### src/rtl/leaf_pkg.sv
// Shared types and the combine operator for the leaf history stage.
package leaf_pkg;

    typedef enum logic [1:0] {
        MODE_XOR  = 2'd0,
        MODE_ADD  = 2'd1,
        MODE_SUB  = 2'd2,
        MODE_PASS = 2'd3
    } mode_e;

    // Widest token the combine function handles; callers zero-extend and slice.
    localparam int LEAF_MAX_W = 64;

    // Low bits of add/sub depend only on low operand bits, so slicing the
    // result back to the caller width gives the correct modular value.
    function automatic logic [LEAF_MAX_W-1:0] leaf_combine(
        input mode_e                 mode,
        input logic [LEAF_MAX_W-1:0] a,
        input logic [LEAF_MAX_W-1:0] h
    );
        logic [LEAF_MAX_W-1:0] result;
        result = h;
        case (mode)
            MODE_XOR:  result = a ^ h;
            MODE_ADD:  result = a + h;
            MODE_SUB:  result = a - h;
            MODE_PASS: result = h;
        endcase
        return result;
    endfunction

endpackage

### src/rtl/leaf_ring_mem.sv
// DEPTH-entry history ring: write pointer with wrap, saturating fill count.
module leaf_ring_mem
    import leaf_pkg::*;
#(
    parameter int WIDTH = 32,
    parameter int DEPTH = 4
) (
    input  logic             clk,
    input  logic             rst,
    input  logic             clear,
    input  logic             wr_en,
    input  logic [WIDTH-1:0] wr_data,
    output logic [WIDTH-1:0] rd_data,
    output logic             full
);

    localparam int PTR_W  = $clog2(DEPTH);
    localparam int FILL_W = $clog2(DEPTH + 1);
    localparam logic [PTR_W-1:0]  PTR_LAST = PTR_W'(DEPTH - 1);
    localparam logic [FILL_W-1:0] FILL_MAX = FILL_W'(DEPTH);

    logic [WIDTH-1:0]  ring_bus [DEPTH];
    logic [PTR_W-1:0]  ptr_reg;
    logic [FILL_W-1:0] fill_reg;

    // Each entry is its own register so the whole ring can be cleared at once.
    generate
        for (genvar gi = 0; gi < DEPTH; gi++) begin : g_entry
            logic [WIDTH-1:0] entry_reg;
            always_ff @(posedge clk or posedge rst) begin
                if (rst) begin
                    entry_reg <= '0;
                end else if (clear) begin
                    entry_reg <= '0;
                end else if (wr_en && (ptr_reg == PTR_W'(gi))) begin
                    entry_reg <= wr_data;
                end
            end
            assign ring_bus[gi] = entry_reg;
        end
    endgenerate

    always_ff @(posedge clk or posedge rst) begin
        if (rst) begin
            ptr_reg  <= '0;
            fill_reg <= '0;
        end else if (clear) begin
            ptr_reg  <= '0;
            fill_reg <= '0;
        end else if (wr_en) begin
            ptr_reg <= (ptr_reg == PTR_LAST) ? '0 : ptr_reg + 1'b1;
            if (fill_reg != FILL_MAX) begin
                fill_reg <= fill_reg + 1'b1;
            end
        end
    end

    assign rd_data = ring_bus[ptr_reg];
    assign full    = (fill_reg == FILL_MAX);

endmodule

### src/rtl/leaf_rho.sv
// History-combine stage: merges each accepted token with the one accepted
// DEPTH beats earlier, behind a single registered valid/ready output slot.
module leaf_rho
    import leaf_pkg::*;
#(
    parameter int WIDTH = 32,
    parameter int DEPTH = 4
) (
    input  logic             clk,
    input  logic             rst,
    input  logic             flush,
    input  logic [1:0]       mode,
    input  logic             in_valid,
    output logic             in_ready,
    input  logic [WIDTH-1:0] in_data,
    output logic             out_valid,
    input  logic             out_ready,
    output logic [WIDTH-1:0] out_data,
    output logic             out_primed
);

    logic                  accept;
    logic [WIDTH-1:0]      hist_data;
    logic                  hist_full;
    logic [LEAF_MAX_W-1:0] combined;
    logic [WIDTH-1:0]      out_data_next;

    logic             out_valid_reg;
    logic [WIDTH-1:0] out_data_reg;
    logic             out_primed_reg;

    assign in_ready = !flush && (!out_valid_reg || out_ready);
    assign accept   = in_valid && in_ready;

    leaf_ring_mem #(
        .WIDTH (WIDTH),
        .DEPTH (DEPTH)
    ) u_ring (
        .clk     (clk),
        .rst     (rst),
        .clear   (flush),
        .wr_en   (accept),
        .wr_data (in_data),
        .rd_data (hist_data),
        .full    (hist_full)
    );

    assign combined      = leaf_combine(mode_e'(mode), LEAF_MAX_W'(in_data),
                                        LEAF_MAX_W'(hist_data));
    assign out_data_next = combined[WIDTH-1:0];

    generate
        if (WIDTH < LEAF_MAX_W) begin : g_hi
            logic hi_unused;
            assign hi_unused = ^combined[LEAF_MAX_W-1:WIDTH];
        end
    endgenerate

    // Flush beats everything; a consumed slot is refilled in the same cycle.
    always_ff @(posedge clk or posedge rst) begin
        if (rst) begin
            out_valid_reg  <= 1'b0;
            out_data_reg   <= '0;
            out_primed_reg <= 1'b0;
        end else if (flush) begin
            out_valid_reg  <= 1'b0;
            out_data_reg   <= '0;
            out_primed_reg <= 1'b0;
        end else if (accept) begin
            out_valid_reg  <= 1'b1;
            out_data_reg   <= out_data_next;
            out_primed_reg <= hist_full;
        end else if (out_ready) begin
            out_valid_reg  <= 1'b0;
        end
    end

    assign out_valid  = out_valid_reg;
    assign out_data   = out_data_reg;
    assign out_primed = out_primed_reg;

endmodule

### config.mk
export PLATFORM = sky130hd
export DESIGN_NAME = leaf_rho
export DESIGN_NICKNAME = d
export VERILOG_FILES = /design/src/rtl/leaf_pkg.sv /design/src/rtl/leaf_ring_mem.sv /design/src/rtl/leaf_rho.sv
export SDC_FILE = /design/constraint.sdc
export NUM_CORES = 1
export LEC_CHECK = 0
export CAP_MARGIN = 20
export CORE_ASPECT_RATIO = 1.4
export CORE_MARGIN = 2
export CORE_UTILIZATION = 26
export DETAILED_ROUTE_END_ITERATION = 12
export GPL_TIMING_DRIVEN = 1
export SYNTH_ARGS = -nofsm -noshare
export SYNTH_HDL_FRONTEND = slang
export SYNTH_SLANG_ARGS = --single-unit
### constraint.sdc
create_clock -name clk -period 11.1 [get_ports clk]
set_clock_uncertainty 0.2 [all_clocks]
set_input_delay 2.22 -clock clk [delete_from_list [all_inputs] [get_ports clk]]
set_output_delay 2.22 -clock clk [all_outputs]
set_load 0.01 [all_outputs]
==> summary.md, run 1 <==
| Metric | Value |
|---|---|
| Fmax | `~0.15 GHz` |
| # Post-CTS Setup Buffers | `0` |
| Depth of the most critical reg-to-reg path | `18` |
| Hold Buf Count CTS | `0` |
| DRT met1 WL | `about 11000 µm` |
| Residual DRC | `0` |
| DRT Wirelength | `28000 µm` |
| Mapped Avg Cell Area | `just over 9 µm²` |
| Headroom to the max-slew limit | `between 30% and 40%` |
| Setup slack after layout | `between 4000 and 5000 ps` |
| First-pass GRT wire length | `~45000 µm` |
| Die area | `roughly 40000 µm²` |
| Max-Cap Viols | `0` |
| DP HPWL | `19600 µm` |
| Chip height | `237 µm` |
| Post-synth EDFFs | `0` |
| Reg clk slew, reported paths | `60 ps` |
| Crit Path Class | `in -> reg` |
| Final hold slack | `roughly 270 ps` |
| Placeable Area | `approximately 38000 µm²` |
| Outcome | `finished, final reports clean` |
| CP arrival | `6780 ps` |
| Starting Density | `a little over a quarter` |
| R2R Setup Slk | `5040 ps` |
| Slew Limit Fails | `0` |
| Crit path capture type | `register` |
| Pwr dens | `roughly 170 nW/µm²` |
| CP startpoint kind | `input pin` |
| Max IR drop VDD | `about 0.13 mV` |
| Worst Hold Launch | `u_ring.g_entry[3].entry_reg[21]` |
| WL met3 | `996 µm` |
| DR pass1 iterations | `5` |
| Number of core rows | `85` |
| Final Hold Viols | `0` |
| Final ANT Viol Nets | `0` |
| Hold depth | `2` |
| Ports | `between 70 and 80` |
| Post-synthesis cell type count | `just over 60` |
| Clock latency on the worst-skew pair | `460 ps` |
| IO Port Bufs | `73` |
| Final Cycle Share | `between 50% and 60%` |
| Largest net degree at the start of global routing | `105` |
| Iter 0 DRT Violations | `around 540` |
| Cell count after synthesis | `1107` |
| Util after Layout | `between 30% and 40%` |
| Placer Congestion | `around 0.94` |
| Pwr Total | `2.06 mW` |
| Met2 wire length | `between 10000 and 15000 µm` |
| Total number of H-tree levels | `4` |
| CTS Buf Count | `17` |
| WL/cell | `between 15 and 20 µm` |
| CTS tree | `yes` |
| Clock sinks | `approximately 170` |
| P&R area growth vs syn | `18.5%` |
| P_leak | `between 4 and 5 nW` |
| CP max FO | `31` |
| DR vias/cell | `approximately 5` |
| Yosys reg bits | `around 170` |
| RR Endpoint | `out_data[23]` |
| CTS root buf | `clkbuf_16` |
| Antenna violations before repair | `0` |
| Critical Path RT | `~11000 ps` |
| Setup WS pre-CTS | `a little over 4000 ps` |
| Post-synth top flop | `dfrtp_1` |
| Vias post-DR | `approximately 8.4k` |
| Setup tns final | `0 ps` |
| Unrepaired setup endpoints after global routing | `no` |
| Vias in the first global route | `slightly above 8k` |
| Total Routing Usage GR | `between 10% and 20%` |
| Worst R2R Start | `u_ring.ptr_reg[0]` |
| Post-Syn Area | `just over 10000 µm²` |
| Clock Path Buffers | `2` |
| Die W | `about 170 µm` |
| Number of flip-flops in the largest register | `roughly 130` |
| Slew @ Worst Pin | `just under 1000 ps` |
| ANT cells | `0` |
| Final Net Count | `1229` |
| Sequential area share after synthesis | `about two fifths` |
| YS warnings | `0` |
| Highest Signal Layer | `met4` |
| Share of post-route cells with drive strength above 1 | `9.04%` |
| Syn_nets | `1188` |
| Worst hold path type | `reg -> reg` |
| GR Overflow Total | `0` |
| # setup viols final | `0` |
| Crit path time final | `~6600 ps` |
| WHS Endpoint | `u_ring.g_entry[3].entry_reg[21]` |
| CTS resizes | `0` |
| FFs w/ async S/R, synth | `100%` |
-- worst max-delay path: stages --
cell	delay, ps
clkdlybuf4s50_1	430
inv_1	100
ha_1	150
buf_4	310
a31o_2	190
o21ai_0	150
nand2b_1	220
nor2_1	190
a21oi_1	110
xnor2_1	140
ha_1	350
and3_1	220
and2_1	160
a221oi_1	370
nor3b_1	330
a21oi_1	160
a211oi_1	330
xnor2_1	100
a221o_1	350
a22o_1	200
-- layout by cell type (no fill, tap or decap), types with 9 or more instances in the layout --
master | netlist | routed
clkdlybuf4s50_1 | 0 | 73
nor2_1 | 54 | 54
a31o_2 | 11 | 11
xnor2_1 | 71 | 71
a21oi_1 | 74 | 70
nor3_1 | 15 | 15
buf_4 | 1 | 13
a221oi_1 | 9 | 9
dfrtp_1 | 167 | 166
inv_1 | 23 | 22
xor2_1 | 14 | 14
and3_1 | 10 | 10
a21o_1 | 14 | 14
o21ai_0 | 158 | 158
mux4_2 | 32 | 32
a221o_1 | 12 | 12
clkbuf_16 | 0 | 17
ha_1 | 41 | 40
nand3_1 | 18 | 18
nand2_1 | 216 | 215
a211oi_1 | 11 | 11
-- stage by stage --
| step | std cells | instance area [µm²] |
|---|---|---|
| 2_1_floorplan | 1107 | 10100 |
| 3_3_place_gp | 1651 | 11400 |
| 3_5_place_dp | 1651 | 11400 |
| 4_1_cts | 1683 | 12000 |
| 5_1_grt | 1683 | 12000 |
| 6_report | 1683 | 12000 |
-- cells by family (layout without fill, tap and decap cells) --
| kind of cell | Yosys count | count (layout) | share of synthesized area (%) |
|---|---|---|---|
| buffers and inverters | 89 | 143 | 3.60 |
| adder cells (fa/ha/maj) | 42 | 42 | 5.27 |
| multiplexers | 35 | 35 | 7.45 |
| XOR/XNOR | 85 | 85 | 7.36 |
| AO/OA/AOI/OAI | 332 | 332 | 19.6 |
| flip-flops | 167 | 167 | 41.3 |
| AND/OR/NAND/NOR | 357 | 357 | 15.3 |
-- synth_stat cells, types with 3 or more instances --
cell | n | area, µm²
o21ai_0 | 158 | 791
inv_1 | 23 | 86.3
o211ai_1 | 5 | 37.5
nand2_1 | 216 | 811
and4_1 | 3 | 26.3
a31o_2 | 11 | 96.3
and2_1 | 3 | 18.8
nor3_1 | 15 | 75.1
dfrtp_1 | 167 | 4180
nor2_1 | 54 | 203
nor4_1 | 3 | 18.8
nand2b_1 | 7 | 43.8
clkbuf_1 | 53 | 199
a21o_1 | 14 | 105
xnor2_1 | 71 | 622
or3_1 | 5 | 31.3
a221oi_1 | 9 | 78.8
nand3_1 | 18 | 90.1
o31ai_1 | 8 | 60.1
and3_1 | 10 | 62.6
ha_1 | 41 | 513
a21boi_0 | 5 | 37.5
nand4_1 | 4 | 25.0
a211oi_1 | 11 | 82.6
a221o_1 | 12 | 120
buf_1 | 6 | 22.5
nor2b_1 | 6 | 37.5
a32o_1 | 5 | 50.1
mux4_2 | 32 | 721
o21a_1 | 5 | 37.5
a21oi_1 | 74 | 370
a31oi_1 | 4 | 25.0
xor2_1 | 14 | 123
-- layout make-up --
type | count | area (µm²)
clock buffers | 19 | 433
clock inverters | 13 | 169
fillers | 3945 | 26400
inverters | 25 | 98.8
multi-input cells | 851 | 5620
flip-flops and latches | 167 | 4180
well taps | 522 | 653
repair buffers | 86 | 828
-- worst max path at each step --
stage | end | slack, ps | startpoint
after global placement | out_data[23] | 4180 | mode[0]
after detailed placement | out_data[23] | 4050 | mode[0]
after global routing | out_data[31] | 4160 | mode[0]
final | out_data[23] | 4470 | mode[0]
after floorplan | out_data[0] | 4160 | rst
after CTS | out_data[23] | 4510 | mode[0]
-- report_power, final --
part | internal (mW) | switching (mW) | leakage (nW)
combinational | 0.326 | 0.414 | 2.44
sequential | 0.671 | 0.0371 | 2.19
clock | 0.356 | 0.260 | 0.281
-- metal layers --
layer	track usage, %	vias to the layer above
met2	25.2	193
met3	2.38	56
met1	16.6	4141
met5	0	-
li1	-	4012
met4	7.04	0
No activity file was read; power rests on OpenSTA's default activity.
==> run 2: changes to the inputs <==
==> constraint.sdc (replaced) <==
create_clock -name clk -period 5.8 [get_ports clk]
set_clock_uncertainty 0.2 [all_clocks]
set_input_delay 1.16 -clock clk [delete_from_list [all_inputs] [get_ports clk]]
set_output_delay 1.16 -clock clk [all_outputs]
set_load 0.01 [all_outputs]
==> summary.md, run 2 (same netlist as run 1, synthesis figures left out) <==
| Metric | Value |
|---|---|
| Sequential power share | `35.0% (+0.7 points)` |
| GR Overflow Total | `0 (unchanged)` |
| Slowest Stage Delay on Critical Path | `590 ps (+160 ps)` |
| P_leak | `5.02 nW (+2.2%)` |
| DRT Wirelength | `29000 µm (+3.3%)` |
| Global routing met3 resource utilization | `2.53% (+0.15 points)` |
| Total number of H-tree levels | `4 (unchanged)` |
| Final Net Count | `1256 (+2.2%)` |
| Reg clk slew, reported paths | `60 ps (about the same)` |
| Iter 0 DRT Violations | `571 (+5.0%)` |
| Die W | `171 µm (unchanged)` |
| CP startpoint kind | `register` |
| CP arrival | `5500 ps (-1280 ps)` |
| Worst hold path type | `reg -> reg` |
| Ports | `74 (unchanged)` |
| Starting Density | `26.3% (unchanged)` |
| Placeable Area | `38400 µm² (unchanged)` |
| Final cell count without fillers | `1709 (+1.5%)` |
| Number of flip-flops in the largest register | `128 (unchanged)` |
| Critical Path RT | `5930 ps (-5310 ps)` |
| Final Cycle Share | `slightly above 90%` |
| CP max stage cell | `mux4_2` |
| Crit path time final | `around 5400 ps` |
| Die area | `40500 µm² (unchanged)` |
| Clock Path Buffers | `2 (unchanged)` |
| IO Port Bufs | `73 (unchanged)` |
| Switch share | `35.1% (+0.65 points)` |
| WL/cell | `16.9 µm (+1.8%)` |
| First-pass GRT wire length | `46500 µm (+2.4%)` |
| Commonest non-fill, non-tap cell in the layout | `nand2_1` |
| Chip height | `237 µm (unchanged)` |
| Vias in the first global route | `8410 (+1.4%)` |
| Slew @ Worst Pin | `1070 ps (+77.9 ps)` |
| Clock power share | `27.4% (-2.4 points)` |
| Met1 Track Usage GR | `17.7% (+1.1 points)` |
| DP Cell Count | `1671 (+1.2%)` |
| Unrepaired setup endpoints after global routing | `no` |
| Final Hold Viols | `0 (unchanged)` |
| Pwr dens | `321 nW/µm² (+86%)` |
| GRT Max-Usage Layer | `met2` |
| Max IR drop VDD | `0.190 mV (+46%)` |
| Residual DRC | `0 (unchanged)` |
| Fmax | `approximately 0.19 GHz` |
| Crit-path cells | `buf_4, buf_4, mux4_2, nand2b_1, or3_4, nor2_1, nor2_1, xnor2_1, ha_1, and3_1, and2_1, a221oi_1, nor3b_1, a21oi_1, a211oi_1, xnor2_1, a221o_1, a22o_1` |
| Number of core rows | `85 (unchanged)` |
| CP max FO | `13 (-58%)` |
| # setup viols final | `0 (unchanged)` |
| Commonest non-fill, non-tap cells in the layout | `nand2_1, dfrtp_1, o21ai_0, clkdlybuf4s50_1, xnor2_1` |
| Final ANT Viol Nets | `0 (unchanged)` |
| Placer Congestion | `0.921 (-1.8%)` |
| Share of post-route cells with drive strength above 1 | `11.1% (+2.1 points)` |
| Headroom to the max-slew limit | `28.4% (-5.1 points)` |
| ANT cells | `0 (unchanged)` |
| Vias post-DR | `8419 (+0.20%)` |
| Antenna violations before repair | `0 (unchanged)` |
| Clock latency on the worst-skew pair | `440 ps (-20 ps)` |
| CTS tree | `yes` |
| Routing usage on met2 | `25.7% (+0.49 points)` |
| Max-Cap Viols | `0 (unchanged)` |
| Largest net degree at the start of global routing | `168 (+60%)` |
| Util after Layout | `31.6% (+0.40 points)` |
| Slew Limit Fails | `0 (unchanged)` |
| Clock sinks | `167 (unchanged)` |
| DR vias/cell | `4.93 (-1.3%)` |
| Crit path capture type | `register` |
| Setup tns final | `0 ps (unchanged)` |
| CTS Buf Count | `17 (unchanged)` |
| Combinational share of power | `37.6% (+1.8 points)` |
| Switch Pwr | `1.37 mW (+92%)` |
| DP HPWL | `20600 µm (+5.1%)` |
| P_int | `2.52 mW (+87%)` |
| P&R area growth vs syn | `20.1%` |
| Crit Path Class | `reg -> reg` |
| Outcome | `finished, final reports clean` |
| CTS root buf | `clkbuf_16` |
| DR pass1 iterations | `5 (unchanged)` |
| Total Routing Usage GR | `14.7% (+0.43 points)` |
## run 2: cell count changes in the layout (fill, tap and decap cells not counted), moves of 2 or more
cell / change
clkbuf_8: +3
bufinv_16: -3
inv_6: -3
buf_4: +26
clkinv_2: +2
## run 2: repair_timing
item,in CTS,in global routing
setup buffers,0,7
resized for setup,0,2
setup endpoints to repair,0,3
hold buffers,0,0
## run 2: power groups by stage
| stage | clock [mW] | combinational [mW] | sequential [mW] |
|---|---|---|---|
| 2_1_floorplan | 0 | 1.02 | 1.37 |
| 3_3_place_gp | 0 | 1.44 | 1.38 |
| 3_5_place_dp | 0 | 1.45 | 1.39 |
| 4_1_cts | 1.09 | 1.45 | 1.36 |
| 5_1_grt | 1.13 | 1.62 | 1.38 |
| 6_report | 1.07 | 1.46 | 1.36 |
## run 2: stage by stage
| step | total power [mW] | area [µm²] | hold WS, ps | setup WS (ps) |
|---|---|---|---|---|
| after detailed placement | 2.83 | 11500 | 265 | -26.1 |
| final | 3.89 | 12100 | 275 | 425 |
| after floorplan | 2.39 | 10100 | 245 | 849 |
| after global routing | 4.12 | 12100 | 304 | 21.4 |
| after global placement | 2.82 | 11500 | 256 | 73.9 |
| after CTS | 3.91 | 12100 | 279 | 167 |
## run 2: worst paths after layout
check,start,end,slack [ps],depth (start not counted)
worst max-delay path,u_ring.ptr_reg[0],out_data[23],420,18
worst min-delay path,u_ring.g_entry[3].entry_reg[18],u_ring.g_entry[3].entry_reg[18],270,2
worst max register to register,u_ring.ptr_reg[0],out_data[23],420,18
worst min register to register,u_ring.g_entry[3].entry_reg[18],u_ring.g_entry[3].entry_reg[18],270,2
max in group asynchronous,rst,u_ring.ptr_reg[0],3540,3
min in group asynchronous,rst,u_ring.g_entry[1].entry_reg[25],1120,3
## run 2: critical path: cells and delay by family (launching register included)
| family | cells | cell delay [ps] |
|---|---|---|
| buf+inv | 2 | 420 |
| simple gates | 7 | 1510 |
| mux | 1 | 590 |
| fa+ha+maj | 1 | 350 |
| compound gates | 5 | 1380 |
| xor+xnor | 2 | 230 |
| flops | 1 | 560 |
## run 2: metal layers
| metal | share of wire, % | vias up | routed length, µm |
|---|---|---|---|
| met5 | 0 | - | 0 |
| met4 | 3.4 | 0 | 980 |
| met3 | 3.5 | 51 | 1010 |
| met2 | 51 | 190 | 14900 |
| met1 | 42 | 4122 | 12100 |
| li1 | - | 4056 | - |
## run 2: layout make-up
cell class	instances	area (µm²)
Multi-Input combinational cell	851	5620
Sequential cell	167	4180
Tap cell	522	653
Clock inverter	10	71.3
Clock buffer	21	470
Fill cell	3950	26300
Timing Repair Buffer	113	1040
Inverter	25	97.6
